<file path="src/rtl/hazard_scoreboard_pkg.sv">
// Shared hazard-resolution constants for the MIPS pipeline.
// T_INF marks an operand that is never read (or a result that never needs
// forwarding); FWD_RF is the "take the register file" forward code. The
// per-class timing table is what the decoder uses to drive d_t_use_* / d_t_new.
package hazard_scoreboard_pkg;

   localparam int TW = 3;
   localparam logic [TW-1:0] T_INF = 3'b111;
   localparam int FWD_RF = 0;

   typedef enum logic [3:0] {
      CLS_NOP    = 4'd0,
      CLS_CAL_R  = 4'd1,
      CLS_CAL_I  = 4'd2,
      CLS_LOAD   = 4'd3,
      CLS_STORE  = 4'd4,
      CLS_BRANCH = 4'd5,
      CLS_JUMP_R = 4'd6,
      CLS_JUMP_I = 4'd7,
      CLS_CMOV   = 4'd8,
      CLS_MD     = 4'd9
   } instr_class_e;

   typedef struct packed {
      logic [TW-1:0] t_use_rs;
      logic [TW-1:0] t_use_rt;
      logic [TW-1:0] t_new;
   } timing_t;

   // Operand need-times (cycles after D) and result ready-times (cycles after
   // entering E) for each instruction class.
   function automatic timing_t class_timing(input instr_class_e cls);
      timing_t t;
      case (cls)
         CLS_CAL_R:  t = '{3'd1,  3'd1,  3'd1};
         CLS_CAL_I:  t = '{3'd1,  T_INF, 3'd1};
         CLS_LOAD:   t = '{3'd1,  T_INF, 3'd2};
         CLS_STORE:  t = '{3'd1,  3'd2,  3'd0};
         CLS_BRANCH: t = '{3'd0,  3'd0,  3'd0};
         CLS_JUMP_R: t = '{3'd0,  T_INF, 3'd0};
         CLS_JUMP_I: t = '{T_INF, T_INF, 3'd0};
         CLS_CMOV:   t = '{3'd1,  3'd1,  3'd1};
         CLS_MD:     t = '{3'd1,  3'd1,  3'd1};
         default:    t = '{T_INF, T_INF, 3'd0};
      endcase
      return t;
   endfunction

endpackage

</file>
<file path="src/rtl/hazard_scoreboard_md_busy_counter.sv">
// Multi-cycle mult/div occupancy counter. A start loads the operation's
// latency (a new load takes priority over the final decrement), otherwise the
// count runs down to zero; busy is high while the count is nonzero.
module md_busy_counter #(
   parameter int MULT_CYCLES = 5,
   parameter int DIV_CYCLES  = 10
) (
   input  logic clk,
   input  logic reset,
   input  logic load,
   input  logic div,
   output logic busy
);

   localparam int MAX_CYCLES = (MULT_CYCLES > DIV_CYCLES) ? MULT_CYCLES : DIV_CYCLES;
   localparam int CNT_W      = $clog2(MAX_CYCLES + 1);

   logic [CNT_W-1:0] count;

   // Load on start, else count down to zero and hold there.
   always_ff @(posedge clk or posedge reset) begin
      if (reset) begin
         count <= '0;
      end else if (load) begin
         count <= div ? CNT_W'(DIV_CYCLES) : CNT_W'(MULT_CYCLES);
      end else if (count != '0) begin
         count <= count - CNT_W'(1);
      end else begin
         count <= count;
      end
   end

   assign busy = (count != '0);

endmodule

</file>
<file path="src/rtl/hazard_scoreboard.sv">
// Stall/forward controller built on a shift-register scoreboard of
// {destination register, remaining latency} for each post-decode stage
// (entry 0 = E ... entry STAGES-1 = W). stall and fwd_* respond in the same
// cycle to the D-stage inputs.
// Optional macro HAZARD_PERF_EN: when defined, stall_cycles counts clock edges
// with stall high; when undefined it is tied to zero.
module hazard_scoreboard
   import hazard_scoreboard_pkg::*;
#(
   parameter int  STAGES      = 3,
   parameter int  REG_W       = 5,
   parameter int  T_W         = 3,
   parameter int  MULT_CYCLES = 5,
   parameter int  DIV_CYCLES  = 10,
   localparam int FWD_W       = $clog2(STAGES + 1)
) (
   input  logic             clk,
   input  logic             reset,
   input  logic [REG_W-1:0] d_rs,
   input  logic [REG_W-1:0] d_rt,
   input  logic [T_W-1:0]   d_t_use_rs,
   input  logic [T_W-1:0]   d_t_use_rt,
   input  logic [REG_W-1:0] d_regw,
   input  logic [T_W-1:0]   d_t_new,
   input  logic             d_md_start,
   input  logic             d_md_div,
   input  logic             d_md_use,
   output logic             stall,
   output logic [FWD_W-1:0] fwd_rs,
   output logic [FWD_W-1:0] fwd_rt,
   output logic             md_busy,
   output logic [31:0]      stall_cycles
);

   logic [REG_W-1:0] sb_regw [STAGES];
   logic [T_W-1:0]   sb_tnew [STAGES];

   logic             rs_hit, rt_hit, m_rs, m_rt;
   logic [FWD_W-1:0] rs_sel, rt_sel;
   logic [T_W-1:0]   rs_tnew, rt_tnew;
   logic             data_stall, md_stall;

   function automatic logic [T_W-1:0] sat_dec(input logic [T_W-1:0] v);
      return (v == '0) ? '0 : v - T_W'(1);
   endfunction

   // Youngest-match search: walk oldest to youngest so the lowest k wins.
   always_comb begin
      rs_hit  = 1'b0;
      rt_hit  = 1'b0;
      rs_sel  = '0;
      rt_sel  = '0;
      rs_tnew = '0;
      rt_tnew = '0;
      m_rs    = 1'b0;
      m_rt    = 1'b0;
      for (int k = STAGES - 1; k >= 0; k--) begin
         m_rs    = (d_rs != '0) && (sb_regw[k] == d_rs);
         m_rt    = (d_rt != '0) && (sb_regw[k] == d_rt);
         rs_hit  = m_rs ? 1'b1 : rs_hit;
         rs_sel  = m_rs ? FWD_W'(k + 1) : rs_sel;
         rs_tnew = m_rs ? sb_tnew[k] : rs_tnew;
         rt_hit  = m_rt ? 1'b1 : rt_hit;
         rt_sel  = m_rt ? FWD_W'(k + 1) : rt_sel;
         rt_tnew = m_rt ? sb_tnew[k] : rt_tnew;
      end
   end

   // Stall and forward decisions from the youngest match and the HI/LO unit.
   always_comb begin
      data_stall = (rs_hit && (rs_tnew > d_t_use_rs)) ||
                   (rt_hit && (rt_tnew > d_t_use_rt));
      md_stall   = d_md_use && md_busy;
      stall      = data_stall || md_stall;
      fwd_rs     = (rs_hit && (rs_tnew == '0)) ? rs_sel : FWD_W'(FWD_RF);
      fwd_rt     = (rt_hit && (rt_tnew == '0)) ? rt_sel : FWD_W'(FWD_RF);
   end

   // Scoreboard advance: entries always shift; only entry 0 sees a bubble on stall.
   always_ff @(posedge clk or posedge reset) begin
      if (reset) begin
         for (int k = 0; k < STAGES; k++) begin
            sb_regw[k] <= '0;
            sb_tnew[k] <= '0;
         end
      end else begin
         sb_regw[0] <= stall ? '0 : d_regw;
         sb_tnew[0] <= stall ? '0 : d_t_new;
         for (int k = 1; k < STAGES; k++) begin
            sb_regw[k] <= sb_regw[k-1];
            sb_tnew[k] <= sat_dec(sb_tnew[k-1]);
         end
      end
   end

   md_busy_counter #(
      .MULT_CYCLES (MULT_CYCLES),
      .DIV_CYCLES  (DIV_CYCLES)
   ) u_md_busy_counter (
      .clk   (clk),
      .reset (reset),
      .load  (d_md_start && !stall),
      .div   (d_md_div),
      .busy  (md_busy)
   );

`ifdef HAZARD_PERF_EN
   logic [31:0] perf_count;

   // Count every clock edge on which D is held; wraps naturally at 2^32.
   always_ff @(posedge clk or posedge reset) begin
      if (reset) begin
         perf_count <= 32'd0;
      end else if (stall) begin
         perf_count <= perf_count + 32'd1;
      end else begin
         perf_count <= perf_count;
      end
   end

   assign stall_cycles = perf_count;
`else
   assign stall_cycles = 32'd0;
`endif

endmodule

</file>
<file path="config.mk">
export PLATFORM = sky130hd
export DESIGN_NAME = hazard_scoreboard
export DESIGN_NICKNAME = d
export VERILOG_FILES = /design/src/rtl/hazard_scoreboard_pkg.sv /design/src/rtl/hazard_scoreboard_md_busy_counter.sv /design/src/rtl/hazard_scoreboard.sv
export SDC_FILE = /design/constraint.sdc
export NUM_CORES = 1
export LEC_CHECK = 0
export ABC_AREA = 1
export BUFFER_PORTS_ARGS = -buffer_cell sky130_fd_sc_hd__buf_2
export CAP_MARGIN = 30
export CORE_ASPECT_RATIO = 1.75
export CORE_MARGIN = 2
export CORE_UTILIZATION = 47
export DETAILED_ROUTE_END_ITERATION = 8
export MAX_ROUTING_LAYER = met4
export PLACE_DENSITY = 0.77
export REMOVE_ABC_BUFFERS = 1
export SLEW_MARGIN = 10
export SYNTH_ARGS = -nofsm -noshare
export SYNTH_HDL_FRONTEND = slang
export SYNTH_SLANG_ARGS = --single-unit
</file>
<file path="constraint.sdc">
create_clock -name clk -period 2.35 [get_ports clk]
set_input_delay 0.1175 -clock clk [delete_from_list [all_inputs] [get_ports clk]]
set_output_delay 0.1175 -clock clk [all_outputs]
set_load 0.02 [all_outputs]
</file>
* Word-level counts from Yosys, hierarchy flattened
Cells that the tools add are included.
** Operators by class
- Multiplexer cells :: 27
- Magnitude comparators :: 2
- Reductions and logical operators :: 23
- Eq/ne operators :: 6
- Add/subtract/negate cells :: 3
** Operators by type and width (count)
- $eq A5 B5 Y1 :: 6
- $mux W3 :: 9
- $mux W2 :: 8
- $logic_and A1 B1 Y1 :: 12
- $logic_not A3 Y1 :: 4
- $mux W4 :: 3
- $reduce_bool A5 Y1 :: 2
- $gt A3 B3 Y1 :: 2
- $mux W1 :: 6
- $sub A3 B1 Y3 const B :: 2
- $mux W5 :: 1
- $reduce_bool A4 Y1 :: 1
- $sub A4 B1 Y4 const B :: 1
- $logic_or A1 B1 Y1 :: 2
- $reduce_bool A2 Y1 :: 1
- $logic_not A1 Y1 :: 1
** Word-level totals
- Output and inout port bits :: 38
- Word-level logic and storage cells :: 68
- Register bits after elaboration :: 28

* Logic depth before layout (Yosys ltp)
- Depth in word-level cells :: 12
- Gate-level depth with buffers :: 21
- Mapped depth without buffers :: 21

* Cells and area by module
From an unflattened synthesis, not the netlist that was laid out.
** Unflattened totals
- Cell total of the unflattened synthesis :: 319
- Area total of the unflattened synthesis :: 2279.7 sq um
** Modules (own cells, without submodules)
- hazard_scoreboard :: area each 2016.9 sq um, times used 1, cells each 284, seq. area each 600.6 sq um
- md_busy_counter :: area each 262.8 sq um, times used 1, cells each 35, seq. area each 100.1 sq um

* Worst setup path after synthesis
No wires, ideal clock.
- Path kind :: reg2reg
- Start :: register sb_regw[9] (netlist bit)
- End :: register u_md_busy_counter.count[2]
- Data arrival time :: 2.299 ns
- Cell stages (with the launch flop) :: 20
- Path buffers :: 0
- Slack :: -0.023 ns
- Cell sequence :: dfrtp_1 xor2_1 nor2_1 nand3_1 inv_1 nor2_1 nand2_1 nand2_1 o21ai_1 inv_1 ha_1 nand2_1 nor2_1 a211oi_1 a21oi_1 nand2_1 nand3_4 nor2_2 nor2_1 a21oi_2
** On the way
- Cells in the longest elaborated chain, start to end :: 11
- Elaborated cells on any way between the ends :: 22
- Those cells by class :: order compare: 2; eq/ne: 2; mux: 9; reduce/logical: 9
** RTL lines
- start, declared :: RTL line hazard_scoreboard.sv:35 : logic [REG_W-1:0] sb_regw [STAGES];
- start signal, assigned by index :: RTL line hazard_scoreboard.sv:90 : sb_regw[k] <= sb_regw[k-1];
- $eq A5 B5 Y1 (on tied branches) :: RTL line hazard_scoreboard.sv:58, hazard_scoreboard.sv:59
- $logic_and A1 B1 Y1 (on tied branches) :: RTL line hazard_scoreboard.sv:58, hazard_scoreboard.sv:59
- $mux W3 (on tied branches) (2 in series) :: RTL line hazard_scoreboard.sv:62, hazard_scoreboard.sv:65
- $gt A3 B3 Y1 (on tied branches) :: RTL line hazard_scoreboard.sv:71, hazard_scoreboard.sv:72
- $logic_and A1 B1 Y1 (on tied branches) :: RTL line hazard_scoreboard.sv:71, hazard_scoreboard.sv:72
- $logic_or A1 B1 Y1 * :: RTL line hazard_scoreboard.sv:71 : data_stall = (rs_hit && (rs_tnew > d_t_use_rs)) ||
- $logic_or A1 B1 Y1 * :: RTL line hazard_scoreboard.sv:74 : stall = data_stall || md_stall;
- named net stall :: RTL line hazard_scoreboard.sv:28 : output logic stall,
- $logic_not A1 Y1 * :: RTL line hazard_scoreboard.sv:102 : .load (d_md_start && !stall),
- $logic_and A1 B1 Y1 * :: RTL line hazard_scoreboard.sv:102
- $mux W4 or $reduce_bool A2 Y1 (tied branches)
- end signal, assigned :: RTL line hazard_scoreboard_md_busy_counter.sv:25 : count <= div ? CNT_W'(DIV_CYCLES) : CNT_W'(MULT_CYCLES);
- end signal, assigned :: RTL line hazard_scoreboard_md_busy_counter.sv:27 : count <= count - CNT_W'(1);
- end signal, assigned :: RTL line hazard_scoreboard_md_busy_counter.sv:29 : count <= count;
- end, declared :: RTL line hazard_scoreboard_md_busy_counter.sv:18 : logic [CNT_W-1:0] count;
Mark *: on every way through the listed nets, which the timed path passes. The rest lies on a longest branch.
A chain may end at the register's enable or synchronous reset.

* Worst setup path in the final report
- Start :: register sb_regw[7] (netlist bit)
- End :: output stall
** On the way
- Cells in the longest elaborated chain, start to end :: 8
- Elaborated cells on any way between the ends :: 18
- Those cells by class :: order compare: 2; eq/ne: 2; mux: 8; reduce/logical: 6
** RTL lines (RTL line)
- $eq A5 B5 Y1 (on tied branches) :: hazard_scoreboard.sv:58, hazard_scoreboard.sv:59
- $logic_and A1 B1 Y1 (on tied branches) :: hazard_scoreboard.sv:58, hazard_scoreboard.sv:59
- $mux W3 (on tied branches) (2 in series) :: hazard_scoreboard.sv:62, hazard_scoreboard.sv:65
- $gt A3 B3 Y1 (on tied branches) :: hazard_scoreboard.sv:71, hazard_scoreboard.sv:72
- $logic_and A1 B1 Y1 (on tied branches) :: hazard_scoreboard.sv:71, hazard_scoreboard.sv:72
- $logic_or A1 B1 Y1 * :: hazard_scoreboard.sv:71
- $logic_or A1 B1 Y1 * :: hazard_scoreboard.sv:74
- end, declared :: hazard_scoreboard.sv:28
Mark *: on every way between the ends. The rest lies on a longest branch, timed or not.

==> flow_results.xml <==
<?xml version="1.0" encoding="UTF-8"?>
<metrics>
  <group name="outcome">
    <metric name="outcome" unit="">finished with violations</metric>
    <metric name="violations" unit="">negative setup slack</metric>
  </group>
  <group name="detailed_routing">
    <metric name="number_of_optimization_iterations_in_the_first_detailed_route_pass" unit="">4</metric>
    <metric name="residual_drc" unit="">0</metric>
    <metric name="routed_wl" unit="µm">4800</metric>
    <metric name="dr_total_vias" unit="">1886</metric>
    <metric name="postRouteAntennaNets" unit="">0</metric>
    <metric name="routedWlPerCell" unit="µm">11.9</metric>
    <metric name="detailedRoute.firstIterationViolations" unit="">45</metric>
    <metric name="detail_route.vias_per_cell" unit="">4.66</metric>
  </group>
  <group name="sta">
    <metric name="finalCritPeriodShare" unit="">1.14</metric>
    <metric name="layout_min_cycle_time" unit="ps">2680</metric>
    <metric name="max_clock_freq" unit="MHz">374</metric>
    <metric name="final_report_setup_violation_count" unit="">13</metric>
    <metric name="final_max_slew_viol_count" unit="">0</metric>
    <metric name="final.hold.worst_slack" unit="ps">36.6</metric>
    <metric name="hold_violations" unit="">0</metric>
    <metric name="rsz0062_at_grt" unit="">yes</metric>
    <metric name="fin_setup_tns" unit="ps">-2630</metric>
    <metric name="fin_ws" unit="ps">-325</metric>
    <metric name="fin_skew" unit="ps">6.66</metric>
  </group>
  <group name="synth">
    <metric name="netlist_area" unit="mm²">0.00218</metric>
    <metric name="synthDistinctLibCells" unit="">27</metric>
    <metric name="async_set_reset_flop_share_out_of_synthesis" unit="">1.00</metric>
    <metric name="ys_warn_count" unit="">0</metric>
    <metric name="syn_inst" unit="">293</metric>
    <metric name="syn_avg_cell_area" unit="µm²">7.43</metric>
    <metric name="ys_seq_area_frac" unit="">0.322</metric>
    <metric name="ys_dominant_reg_cell" unit="">dfrtp_1</metric>
    <metric name="number_of_synthesized_flops_with_an_enable_pin" unit="">0</metric>
    <metric name="yosys_register_bits" unit="">28</metric>
  </group>
  <group name="floorplan">
    <metric name="std_cell_rows" unit="">32</metric>
    <metric name="io_pins" unit="">67</metric>
    <metric name="die_w" unit="µm">55.5</metric>
    <metric name="core_area" unit="mm²">0.00444</metric>
    <metric name="die_area" unit="mm²">0.00521</metric>
    <metric name="die_height" unit="µm">94.0</metric>
    <metric name="floorplan.initialDensity" unit="">0.490</metric>
  </group>
  <group name="critical_path">
    <metric name="instance_count_on_the_critical_path" unit="">16</metric>
    <metric name="ff2ff_setup_slack" unit="ps">-210</metric>
    <metric name="r2r_worst_path_depth" unit="">19</metric>
    <metric name="critPathRequiredTime" unit="ps">2230</metric>
    <metric name="critPathCapture" unit="">stall</metric>
    <metric name="path_class" unit="">flip-flop to output port</metric>
    <metric name="timing.critical_path.from_type" unit="">flip-flop</metric>
    <metric name="highest_fanout_seen_on_the_critical_path" unit="">4</metric>
    <metric name="critPathMostFrequentCell" unit="">nand2_1</metric>
    <metric name="crit_buf_inv" unit="">3</metric>
    <metric name="timing.critical_path.max_delay_family" unit="">simple AND/OR/NAND/NOR gates</metric>
    <metric name="crit_path_top_delay_cell" unit="">dfrtp_1</metric>
    <metric name="critical_path.reg2reg.startpoint" unit="">sb_regw[7]</metric>
    <metric name="regToRegEndpoint" unit="">u_md_busy_counter.count[2]</metric>
    <metric name="timing.critical_path.from" unit="">sb_regw[7]</metric>
    <metric name="cp_data_arrival_time" unit="ps">2560</metric>
    <metric name="critPathMaxStageDelay" unit="ps">420</metric>
    <metric name="path_cells" unit="">xnor2_1 &gt; nand2_1 &gt; nor2_1 &gt; nand2_2 &gt; inv_4 &gt; nor2_4 &gt; nand2_1 &gt; nand2_1 &gt; nand2_1 &gt; inv_1 &gt; ha_4 &gt; nand3b_1 &gt; a32oi_2 &gt; nand2_2 &gt; nand3_4 &gt; buf_6</metric>
    <metric name="end_kind" unit="">output port</metric>
  </group>
  <group name="global_route">
    <metric name="globalRouteOverflowTotal" unit="">0</metric>
    <metric name="grt_first_pass_wirelength" unit="µm">8100</metric>
    <metric name="pin_count_of_the_biggest_net_entering_global_routing" unit="">29</metric>
    <metric name="first_global_vias" unit="">1901</metric>
    <metric name="global_route.usage.total" unit="">0.200</metric>
    <metric name="grt_antenna_before_repair" unit="">0</metric>
  </group>
  <group name="hold_path">
    <metric name="hold_path_startpoint" unit="">d_regw[0]</metric>
    <metric name="hp-class" unit="">input pin to flip-flop</metric>
  </group>
  <group name="cts">
    <metric name="cts_htree_levels" unit="">1</metric>
    <metric name="cts.sink_count" unit="">28</metric>
    <metric name="clk-insertion-delay-late" unit="ps">280</metric>
    <metric name="clock_tree.buffer_depth" unit="">2</metric>
    <metric name="cts.root.buffer_cell" unit="">clkbuf_8</metric>
    <metric name="clk_pin_slew" unit="ps">90</metric>
    <metric name="numCtsBuffers" unit="">3</metric>
    <metric name="cts_tree" unit="">yes</metric>
  </group>
  <group name="final_layout">
    <metric name="num_antenna_cells" unit="">0</metric>
    <metric name="area_delta_synth_final" unit="%">25.5</metric>
    <metric name="most-common-layout-cells" unit="">58 x nand2_1, 42 x inv_1, 32 x conb_1, 31 x buf_2, 28 x dfrtp_1</metric>
    <metric name="num-nets-final" unit="">396</metric>
    <metric name="post_route_cells_drive_above_1_share" unit="">0.339</metric>
    <metric name="multi_input_comb_area" unit="mm²">0.00135</metric>
    <metric name="final_common_cell" unit="">nand2_1</metric>
    <metric name="regArea" unit="µm²">701</metric>
    <metric name="final.fill_count" unit="">390</metric>
  </group>
  <group name="power">
    <metric name="leakage_component_of_the_power" unit="nW">1.55</metric>
    <metric name="cellPowerDensity" unit="mW/mm²">608</metric>
    <metric name="max-vdd-ir-drop" unit="mV">0.392</metric>
    <metric name="fin_total_pwr" unit="W">0.00166</metric>
  </group>
  <group name="placement">
    <metric name="detailedPlacementHpwl" unit="µm">3660</metric>
    <metric name="dpl_worst_slack" unit="ps">-313</metric>
    <metric name="io_port_bufs" unit="">34</metric>
    <metric name="gp_routability_congestion" unit="">0.896</metric>
  </group>
  <group name="flow_run">
    <metric name="max_cap_viols" unit="">0</metric>
  </group>
</metrics>
[kinds of logic (layout without fill, tap and decap cells)]
logic type | after synthesis | in the layout | share of synthesized area
adder cells (fa/ha/maj) | 12 | 12 | 0.0690
AO/OA/AOI/OAI | 20 | 20 | 0.0557
XOR/XNOR | 24 | 24 | 0.0966
other | 1 | 32 | 0.00172
flip-flops | 28 | 28 | 0.322
buffers and inverters | 81 | 111 | 0.195
AND/OR/NAND/NOR | 127 | 127 | 0.260
[through the flow]
stage / area, µm² / cells / util
floorplan: 2050 / 292 / -
global placement: 2410 / 393 / 0.542
detailed placement: 2410 / 393 / 0.542
CTS: 2610 / 408 / 0.588
global route: 2730 / 405 / 0.615
finish: 2730 / 405 / 0.615
[worst register-to-register path, cell delays in order, from the launching register on]
cell	delay, ps
dfrtp_1	420
xnor2_1	170
nand2_1	70
nor2_1	130
nand2_2	120
inv_4	110
nor2_4	40
nand2_1	70
nand2_1	60
nand2_1	90
inv_1	80
ha_4	290
nand3b_1	100
a32oi_2	210
nand2_2	120
nand3_4	100
buf_4	130
nor2_2	30
nor2_1	100
a21oi_2	40
[cells in the mapped netlist, types with 5 or more instances]
cell      n  area [µm²]
nand2_1  67         251
inv_1    46         173
nor2_1   33         124
buf_4    32         240
dfrtp_1  28         701
xnor2_1  13         114
ha_1     12         150
xor2_1   11        96.3
a21oi_1   7        35.0
nand3_1   6        30.0
o21ai_0   5        25.0
[metal layers]
layer	up-vias	GRT usage	part of all wire
met4	0	0.0833	0.024
met2	68	0.384	0.59
met3	9	0.0152	0.044
li1	943	-	-
met1	866	0.204	0.34
met5	-	-	0
[worst min path at each step]
stage / slack [ps] / depth (start not counted) / endpoint
floorplan: 180 / 1 / sb_regw[0]
global placement: 200 / 3 / sb_regw[14]
detailed placement: 200 / 3 / sb_tnew[7]
CTS: 30 / 3 / sb_tnew[7]
global route: 40 / 3 / sb_regw[11]
finish: 40 / 3 / sb_regw[10]
[registers in the layout (all words and copies together), names as in the netlist]
| name | flops |
|---|---|
| u_md_busy_counter.count | 4 |
| sb_tnew | 9 |
| sb_regw | 15 |
[power breakdown]
group	internal (W)	switching, W	total (W)
registers	0.000578	0.0000917	0.000669
clock network	0.000150	0.000152	0.000302
logic	0.000287	0.000404	0.000691
[cell type report]
class,instances,share of cell area
multi-input cells,215,0.495
flip-flops and latches,28,0.256
repair buffers,58,0.136
inverters,49,0.0691
well taps,51,0.0234
clock buffers,4,0.0201
[repair_timing]
item                                    in CTS  in global routing
endpoints found under the setup margin      13                 16
hold endpoints to repair                    28                  0
hold buffers                                 1                  0
pin swaps                                   17                 27
setup buffers                               10                  2
resized for setup                           19                 41
(Power assumes the default switching activity.)
